**src/rtl/adder_arbiter.sv**
```systemverilog
// adder_arbiter: time-shares one external WIDTH-bit add/subtract unit between
// the PC incrementer (requester 0) and the branch-target calculator
// (requester 1). One operation is in flight at a time. Each operation takes
// three states: accept (IDLE), drive the adder (ISSUE), and hold the result
// until it is consumed (RESP).
module adder_arbiter #(
    parameter int WIDTH      = 16,
    parameter int FIXED_PRIO = 0
) (
    input  logic             clk,
    input  logic             reset,
    input  logic [1:0]       req_valid,
    output logic [1:0]       req_ready,
    input  logic [WIDTH-1:0] req0_x,
    input  logic [WIDTH-1:0] req0_y,
    input  logic [WIDTH-1:0] req1_x,
    input  logic [WIDTH-1:0] req1_y,
    input  logic [1:0]       req_sub,
    output logic [WIDTH-1:0] add_x,
    output logic [WIDTH-1:0] add_y,
    output logic             add_cin,
    input  logic [WIDTH-1:0] add_out,
    input  logic             add_cout,
    input  logic             add_ov,
    output logic             rsp_valid,
    input  logic             rsp_ready,
    output logic             rsp_id,
    output logic [WIDTH-1:0] rsp_data,
    output logic             rsp_cout,
    output logic             rsp_ov
);

    typedef enum logic [1:0] {
        IDLE  = 2'd0,
        ISSUE = 2'd1,
        RESP  = 2'd2
    } state_t;

    state_t state;
    logic   last_grant;
    logic   winner;

    // Pick the winning requester and raise its ready while the block is idle.
    always_comb begin
        // NOTE: every output of this block gets a default first, so no path
        // leaves it unassigned and no latch is inferred.
        winner    = req_valid[1];
        req_ready = 2'b00;
        if (req_valid == 2'b11) begin
            winner = (FIXED_PRIO != 0) ? 1'b0 : ~last_grant;
        end
        if (state == IDLE && req_valid != 2'b00) begin
            req_ready = winner ? 2'b10 : 2'b01;
        end
    end

    // Operation sequencer: latch the winner's operands, capture the adder
    // result one edge later, then hold the response until it is consumed.
    always_ff @(posedge clk) begin
        // NOTE: all state uses non-blocking assignments so every register in
        // this block samples the values from before the edge.
        if (reset) begin
            state      <= IDLE;
            last_grant <= 1'b1;
            add_x      <= '0;
            add_y      <= '0;
            add_cin    <= 1'b0;
            rsp_valid  <= 1'b0;
            rsp_id     <= 1'b0;
            rsp_data   <= '0;
            rsp_cout   <= 1'b0;
            rsp_ov     <= 1'b0;
        end else begin
            case (state)
                IDLE: begin
                    if (req_valid != 2'b00) begin
                        add_x      <= winner ? req1_x : req0_x;
                        add_y      <= winner ? req1_y : req0_y;
                        add_cin    <= req_sub[winner];
                        rsp_id     <= winner;
                        last_grant <= winner;
                        state      <= ISSUE;
                    end
                end
                ISSUE: begin
                    rsp_data  <= add_out;
                    rsp_cout  <= add_cout;
                    rsp_ov    <= add_ov;
                    rsp_valid <= 1'b1;
                    state     <= RESP;
                end
                RESP: begin
                    if (rsp_ready) begin
                        rsp_valid <= 1'b0;
                        state     <= IDLE;
                    end
                end
                default: begin
                    state <= IDLE;
                end
            endcase
        end
    end

endmodule

```
**config.mk**
```make
export PLATFORM = sky130hd
export DESIGN_NAME = adder_arbiter
export DESIGN_NICKNAME = d
export VERILOG_FILES = /design/src/rtl/adder_arbiter.sv
export SDC_FILE = /design/constraint.sdc
export NUM_CORES = 1
export LEC_CHECK = 0
export CAP_MARGIN = 30
export CORE_ASPECT_RATIO = 1.75
export CORE_MARGIN = 1
export CORE_UTILIZATION = 35
export DETAILED_ROUTE_END_ITERATION = 12
export PLACE_DENSITY = 0.85
export SLEW_MARGIN = 20
export SYNTH_ARGS = -nofsm -noshare
export SYNTH_HDL_FRONTEND = slang
export SYNTH_SLANG_ARGS = --single-unit
```
**constraint.sdc**
```tcl
create_clock -name clk -period 4.4 [get_ports clk]
set_input_delay 1.32 -clock clk [delete_from_list [all_inputs] [get_ports clk]]
set_output_delay 1.32 -clock clk [all_outputs]
set_load 0.01 [all_outputs]
```
-- Word level (Yosys, flattened, before mapping)
Index checks and enable logic that the tools add are counted.
- logic and storage cells: 36
- input bits: 89
- output and inout port bits: 55
- flip-flop bits (word level): 56
- bitwise gates (word level): 1
- reduce and logical (&&, ||, !) cells: 7
- equal/unequal tests: 5
- magnitude comparators: 1
- multiplexer cells: 12
- operator list (kind ; count):
    $mux 16 ; 2
    $mux 2 ; 4
    $pmux 2 s3 ; 1
    $reduce_and 2->1 ; 3
    $eq 2x2->1 const B ; 2
    $mux 1 ; 4
    $reduce_bool 2->1 ; 2
    $eq 2x1->1 const B ; 1
    $logic_not 2->1 ; 1
    $lt 1x2->1 const B ; 1
    $ne 2x1->1 const B ; 1
    $ne 2x2->1 const B ; 1
    $pmux 1 s2 ; 1
    $logic_and 1x1->1 ; 1
    $not 1->1 ; 1

-- Logic depth before layout (Yosys ltp)
Gate-level depths: netlist of run 1.
- word-level depth: 4
- gate-level depth with buffers: 6
- depth with buffers taken out: 3

-- Worst setup path after synthesis of run 1
No wires, ideal clock.
- path type: input -> output
- from: in req_valid[1]
- to: out req_ready[0]
- path buffers: 2
- cell stages on the path: 5
- arrival: 2074 ps
- data required time: 3080 ps
- path slack: 1006 ps
- path through: or2_1 buf_6 clkbuf_1 nand2_1 nor2_1
- word-level cells in the longest chain between the ends: 4
- elaborated cells between the ends (all ways): 6
- classes of those cells: 1 x eq/ne; 3 x mux; 2 x reduce/logical
- RTL lines (element ; RTL line ; RTL):
    from (decl) ; 12 ; input logic [1:0] req_valid,
    $eq 2x2->1 ; 49 ; if (req_valid == 2'b11) begin
    $mux 1 ; 49 ;
    $mux 2 ; 53 ; req_ready = winner ? 2'b10 : 2'b01;
    $mux 2 (*) ; 52 ; if (state == IDLE && req_valid != 2'b00) begin
    to (decl) ; 13 ; output logic [1:0] req_ready,
Every way passes the cells marked *; elsewhere a longest branch is shown, timed or not.

-- Final worst setup path of run 1
- from: in req_valid[1]
- to: out req_ready[1]
The elaborated chain is that of the path after synthesis.

==> results.cfg, run 1 <==
[floorplan]
die_h_um = 115
io-pin-count = 144
die-area_um2 = 7600
die_width_um = 66.3
rows = 40
start_util_pct = 36.4
core_area_um2 = 6960

[yosys]
ys_seq_elements = 56
synth_cells = 294
synth_area_leaders = dfxtp_1 44%, a311oi_2 18%, nand2_1 15%
ys.flop_type = dfxtp_1
postSynthAreaPerCell_um2 = 8.62
synth.most_common_cell = nand2_1
synth_cell_type_count = 23
syn_nets = 383
synthTopCellsByCount = 104 x nand2_1, 56 x dfxtp_1, 52 x a21oi_1, 30 x a311oi_2, 15 x clkbuf_1
synth_top_area_cell = dfxtp_1
ys_seq_area_share_pct = 44.2
netlist.area_leader.share_pct = 44.2
async_flop_share_pct = 0
netlist_area_um2 = 2530
synth-edff-count = 0
yosys_warnings = 0

[grt]
grt_pass1_wl_um = 11800
grt_overflow_total = 0
grt_max_degree = 39
grt_pass1_vias = 2587
antenna_found_initial = 0
grtUsageTotal_pct = 20.0

[final_layout]
n_antenna_cell = 0
syn_to_final_growth_pct = 62.7
multi_input_area_um2 = 1250
nets = 510
fillers = 604
drive_gt1_share_pct = 11.8
seqCellArea_um2 = 1120

[clock_tree]
clock-sinks = 56
htree_levels = 2
clk_pin_slew_worst_paths_ns = 0.07
numCtsBuffers = 5
insertion_delay_ns = 0.29
cts.path.max_buffers = 2
cts_setup_buffers = 0
cts-root-buf = clkbuf_16
cts_tree = built
post_cts_resized = 0
postCtsHoldBufs = 0

[timing]
rsz0062_at_grt = false
tightest_slew_ns = 0.820
maxSlewHeadroom_pct = 45.3
holdWs_ns = 0.457
finalCriticalPeriod_ns = 4.16
final.period_utilization_pct = 94.5
clock_skew_ns = 0.00465
setup_tns_ns = 0
fmax_mhz = 240
slew_violations = 0
finalHoldViolCount = 0
setup_viol = 0

[route]
drt_iter0_markers = 147
drc = 0
num_vias = 2582
drt-pass1-iter-count = 4
wire_per_inst_um = 14.4
wl_um = 7310
ant_nets = 0
avgViaCountPerCell = 5.10

[worst_setup_path]
end_kind = primary output
path_max_fanout = 4
setup.worst_path.start_class = primary input
cp.arrival_ns = 2.84
critPathRequiredTime_ns = 3.08
criticalPathCategory = primary input to primary output

[outcome]
status = completed

[pwr]
vdd_drop_max_v = 0.000164
power.leakage_nw = 1.49
p_per_area_nw_per_um2 = 353

[job]
cap_viol_max_count = 0

[placed_design]
dpl.hpwl_um = 5270
place.gp.congestion = 0.758
io_buffers = 143

[min_path]
hold_class = flip-flop to flip-flop
where the power goes:
group,switching [W],internal (W),total [W]
combinational,0.000187,0.000227,0.000414
sequential,0.0000309,0.000560,0.000591
clock,0.000182,0.000271,0.000452
routing by layer:
metal / share of wire (%) / global-route usage (%) / vias to the layer above
li1: - / - / 1271
met3: 6.1 / 4.38 / 19
met2: 56 / 37.0 / 105
met1: 35 / 20.4 / 1187
met4: 3.4 / 9.50 / 0
met5: 0 / 0 / -
final timing paths:
| path | slack, ns | to | from | depth (start not counted) |
|---|---|---|---|---|
| max | 0.24 | req_ready[1] | req_valid[1] | 4 |
| min | 0.46 | rsp_data[14]$_SDFFE_PP0P_ | rsp_data[14]$_SDFFE_PP0P_ | 2 |
| max reg2reg | 2.62 | add_x[6]$_SDFFE_PP0P_ | state[1]$_SDFFE_PP0P_ | 4 |
| min reg2reg | 0.46 | rsp_data[14]$_SDFFE_PP0P_ | rsp_data[14]$_SDFFE_PP0P_ | 2 |
cell usage in the layout (no fill, tap or decap), types with 2 or more instances in the layout:
cell type,n
a21oi_1,52
a311oi_1,3
a311oi_2,30
buf_4,6
clkbuf_16,5
clkdlybuf4s50_1,142
dfxtp_1,56
nand2_1,104
nor2_1,5
nor2b_1,2
cell families after synthesis:
| group | Yosys count | synth area share, % |
|---|---|---|
| DFF | 56 | 44.2 |
| buffers and inverters | 30 | 6.47 |
| AOI/OAI and AO/OA | 92 | 31.5 |
| and+or+nand+nor | 116 | 17.8 |
per-stage QoR:
| step | cells | util (%) | power (W) | cell area [µm²] | worst slack [ns] |
|---|---|---|---|---|---|
| floorplan | 294 | - | 0.000813 | 2530 | 1.01 |
| global placement | 498 | 56.8 | 0.00101 | 3950 | 0.255 |
| detailed placement | 498 | 56.8 | 0.00102 | 3950 | 0.235 |
| CTS | 506 | 59.3 | 0.00148 | 4130 | 0.225 |
| global route | 506 | 59.3 | 0.00153 | 4130 | 0.111 |
| finish | 506 | 59.3 | 0.00146 | 4130 | 0.240 |
registers in the layout (all words and copies together), names as in the netlist:
register and cells:
add_x 16, add_y 16, rsp_data 16, state 2, add_cin 1, last_grant 1
rsp_cout 1, rsp_id 1, rsp_ov 1, rsp_valid 1
cell type report:
class / count / share of cell area (%)
clock buffers: 5 / 3.03
multi-input cells: 208 / 30.4
clock inverters: 3 / 1.12
repair buffers: 149 / 35.7
inverters: 1 / 0.0910
flip-flops and latches: 56 / 27.2
well taps: 84 / 2.55
critical path: stages:
cell and delay, ns:
clkdlybuf4s50_1 0.51, a21bo_2 0.24, nor3_1 0.19, clkdlybuf4s50_1 0.58
No activity file was read; power rests on OpenSTA's default activity.
==> run 2: changes to the inputs <==
==> constraint.sdc (replaced) <==
create_clock -name clk -period 4.4 [get_ports clk]
set_input_delay 0.66 -clock clk [delete_from_list [all_inputs] [get_ports clk]]
set_output_delay 0.66 -clock clk [all_outputs]
set_load 0.01 [all_outputs]
==> run 2 against run 1 <==
  * Combinational power hardly changed
  * Flip-flop and latch count stayed put
  * Largest power group unchanged
  * Design area is 0.61% lower
  * Critical path depth stayed put
  * Clock power is 9.5% lower
  * Utilization is 0.36 points lower
==> results.cfg, run 2 (synthesized netlist as in run 1, its figures left out) <==
[final_layout]
reg.largest.list = add_x: 16 flops, add_y: 16 flops, rsp_data: 16 flops
syn_to_final_growth_pct = 61.7
drive_gt1_share_pct = 11.6
final_cell_count_no_fill = 505
nets = 509
mostFrequentLayoutCells = 142 x clkdlybuf4s50_1, 104 x nand2_1, 56 x dfxtp_1
final_common_cell = clkdlybuf4s50_1
n_antenna_cell = 0
finalInstanceArea_um2 = 4100

[timing]
final.period_utilization_pct = 71.8
setup_viol = 0
clock_skew_ns = 0.00170
tightest_slew_ns = 0.815
maxSlewHeadroom_pct = 45.7
fmax_mhz = 316
finalCriticalPeriod_ns = 3.16
rsz0062_at_grt = false
finalHoldViolCount = 0
slew_violations = 0
setup_tns_ns = 0

[route]
ant_nets = 0
drt-pass1-iter-count = 4
drc = 0
avgViaCountPerCell = 5.09
wl_um = 7440
drt_iter0_markers = 112
wire_per_inst_um = 14.7
num_vias = 2570

[clock_tree]
cts.path.max_buffers = 2
post_cts_resized = 0
clock-sinks = 56
insertion_delay_ns = 0.29
numCtsBuffers = 5
postCtsHoldBufs = 0
htree_levels = 2
cts_tree = built
cts_setup_buffers = 0
clk_pin_slew_worst_paths_ns = 0.07
cts-root-buf = clkbuf_16

[job]
cap_viol_max_count = 0

[grt]
grt_overflow_total = 0
grt_pass1_wl_um = 11800
grtUsageTotal_pct = 20.2
grt_max_degree = 38
antenna_found_initial = 0
grt_pass1_vias = 2575

[pwr]
power.leakage_nw = 1.47
power_w = 0.00141
vdd_drop_max_v = 0.000165
p_per_area_nw_per_um2 = 345

[outcome]
status = completed

[worst_setup_path]
criticalPathCategory = primary input to primary output
end_kind = primary output
setup.worst_path.start_class = primary input
critPathRequiredTime_ns = 3.74
cp.arrival_ns = 2.50
path_max_fanout = 34

[placed_design]
post_dp_cell_area_um2 = 3950
place.gp.congestion = 0.745
dpl.hpwl_um = 5320
place_inst = 497
io_buffers = 143

[floorplan]
rows = 40
start_util_pct = 36.4
die_h_um = 115
io-pin-count = 144
die-area_um2 = 7600
die_width_um = 66.3
core_area_um2 = 6960

[min_path]
hold_class = flip-flop to flip-flop
run 2: cell types whose count changed in the layout (fill, tap and decap cells not counted):
cell and delta:
clkinvlp_4 +1, inv_6 -1, clkbuf_8 +1, buf_4 -1, bufinv_16 -1
run 2: critical path: stages:
cell and delay, ns:
clkdlybuf4s50_1 0.50, a21bo_2 0.46, nor3_1 0.28, clkdlybuf4s50_1 0.59
run 2: through the flow:
step	hold WS, ns	utilization, %	setup WS (ns)
3_5_place_dp	0.449	56.7	1.24
6_report	0.454	58.9	1.24
2_1_floorplan	0.481	-	2.33
5_1_grt	0.475	58.9	1.14
3_3_place_gp	0.441	56.7	1.28
4_1_cts	0.459	58.9	1.24
run 2: final timing paths:
check                            start                        end  slack (ns)  cells past startpoint
min          rsp_data[14]$_SDFFE_PP0P_  rsp_data[14]$_SDFFE_PP0P_        0.45                      2
max                       req_valid[1]               req_ready[1]        1.24                      4
max reg2reg      state[1]$_SDFFE_PP0P_     add_x[15]$_SDFFE_PP0P_        2.61                      4
min reg2reg  rsp_data[14]$_SDFFE_PP0P_  rsp_data[14]$_SDFFE_PP0P_        0.45                      2
run 2: report_power, final:
group	internal, W	switching (W)	total [W]
Sequential	0.000560	0.0000313	0.000592
Clock	0.000227	0.000182	0.000409
Combinational	0.000226	0.000188	0.000414
run 2: layout make-up:
type                            instances  area [µm²]
Timing Repair Buffer                  148        1460
Clock buffer                            6         139
Multi-Input combinational cell        208        1250
Sequential cell                        56        1120
Clock inverter                          2        15.0
Tap cell                               84         105
Fill cell                             628        2860
Inverter                                1        3.75
run 2: routing by layer:
| metal | global-route usage (%) | share of wire [%] | up-vias |
|---|---|---|---|
| met5 | 0 | 0 | - |
| met1 | 21.4 | 36 | 1154 |
| met2 | 36.5 | 54 | 113 |
| li1 | - | - | 1277 |
| met3 | 3.19 | 5.2 | 26 |
| met4 | 11.5 | 4.7 | 0 |
==> run 3: changes to the inputs <==
- clock period: 4.4 -> 3 ns (I/O delays scaled with it)
==> run 3 against run 2 <==
  * Non-clock buffer count increased by 2
  * Clock skew rose by 0.0033 ns
  * Design area is 0.61% higher
  * Critical endpoint unchanged
==> results.cfg, run 3 (synthesized netlist as in run 1, its figures left out) <==
[timing]
slew_violations = 0
finalCriticalPeriod_ns = 2.43
rsz0062_at_grt = false
setup_viol = 0
clock_skew_ns = 0.00502
setup_tns_ns = 0
final.period_utilization_pct = 80.9
maxSlewHeadroom_pct = 57.0
fmax_mhz = 412
tightest_slew_ns = 0.645
holdWs_ns = 0.456
finalHoldViolCount = 0

[pwr]
p_per_area_nw_per_um2 = 515
power.leakage_nw = 1.49
vdd_drop_max_v = 0.000273

[route]
ant_nets = 0
wire_per_inst_um = 14.7
drt_iter0_markers = 172
drt-pass1-iter-count = 4
avgViaCountPerCell = 5.11
wl_um = 7440
num_vias = 2590
drc = 0

[worst_setup_path]
crit_start = req_valid[1]
r2r_start = state[1]$_SDFFE_PP0P_
cp.arrival_ns = 1.98
path_max_fanout = 4
setup.worst_path.start_class = primary input
end_kind = primary output
reg2regPathDepth = 4
criticalPathCategory = primary input to primary output
critPathRequiredTime_ns = 2.55

[final_layout]
drive_gt1_share_pct = 11.8
mostFrequentLayoutCells = 142 x clkdlybuf4s50_1, 104 x nand2_1, 56 x dfxtp_1
n_antenna_cell = 0
syn_to_final_growth_pct = 62.7
final_common_cell = clkdlybuf4s50_1
multi_input_area_um2 = 1250
nets = 511
seqCellArea_um2 = 1120
fillers = 604
reg.largest.list = add_x: 16 flops, add_y: 16 flops, rsp_data: 16 flops

[grt]
antenna_found_initial = 0
grt_pass1_vias = 2619
grt_pass1_wl_um = 11900
grt_max_degree = 38
grtUsageTotal_pct = 20.2
grt_overflow_total = 0

[job]
cap_viol_max_count = 0

[floorplan]
core_area_um2 = 6960
die_h_um = 115
start_util_pct = 36.4
rows = 40
die_width_um = 66.3
die-area_um2 = 7600
io-pin-count = 144

[clock_tree]
numCtsBuffers = 5
htree_levels = 2
postCtsHoldBufs = 0
clock-sinks = 56
cts_tree = built
insertion_delay_ns = 0.29
cts_setup_buffers = 0
clk_pin_slew_worst_paths_ns = 0.06
cts.path.max_buffers = 2
cts-root-buf = clkbuf_16
post_cts_resized = 0

[placed_design]
place.gp.congestion = 0.724
dpl.hpwl_um = 5380
io_buffers = 143

[min_path]
hold_depth = 2
hp-start = rsp_data[11]$_SDFFE_PP0P_
hold_class = flip-flop to flip-flop

[outcome]
status = completed
-- run 3: cell types whose count changed in the layout (fill, tap and decap cells not counted) --
cell | before | now
clkbuf_8 | 1 | 0
buf_4 | 5 | 7
bufinv_16 | 0 | 1
clkbuf_1 | 0 | 1
clkinv_2 | 0 | 1
clkinvlp_4 | 2 | 0
-- run 3: power breakdown --
part	internal (W)	total, W	switching [W]
Combinational	0.000334	0.000609	0.000276
Sequential	0.000822	0.000868	0.0000464
Clock	0.000393	0.000647	0.000254
-- run 3: final timing paths --
path	to	slack, ns
setup reg to reg	add_x[7]$_SDFFE_PP0P_	1.20
setup / recovery	req_ready[1]	0.57
hold / removal	rsp_data[11]$_SDFFE_PP0P_	0.46
hold reg to reg	rsp_data[11]$_SDFFE_PP0P_	0.46
-- run 3: stage by stage --
stage | cells | instance area (µm²) | worst slack [ns] | power [W] | utilization, %
6_report | 507 | 4130 | 0.574 | 0.00212 | 59.3
5_1_grt | 507 | 4130 | 0.453 | 0.00222 | 59.3
4_1_cts | 507 | 4130 | 0.560 | 0.00214 | 59.3
3_5_place_dp | 499 | 3960 | 0.557 | 0.00150 | 56.9
3_3_place_gp | 499 | 3960 | 0.595 | 0.00148 | 56.9
2_1_floorplan | 294 | 2530 | 1.35 | 0.00119 | -
-- run 3: routing by layer --
| layer | track usage [%] | wire length (µm) | vias up |
|---|---|---|---|
| met2 | 37.6 | 4080 | 109 |
| li1 | - | - | 1272 |
| met1 | 20.2 | 2620 | 1188 |
| met4 | 11.2 | 249 | 0 |
| met3 | 3.59 | 498 | 21 |
| met5 | 0 | 0 | - |
-- run 3: critical path, stage by stage --
cell and delay (ns):
clkdlybuf4s50_1 0.51, a21bo_2 0.24, nor3_1 0.19, clkdlybuf4s50_1 0.59
-- run 3: cell type report --
type                    count  area share, %
clock buffers               6           3.12
clock inverters             2          0.849
flip-flops and latches     56           27.2
inverters                   1         0.0910
repair buffers            150           35.9
well taps                  84           2.55
multi-input cells         208           30.4
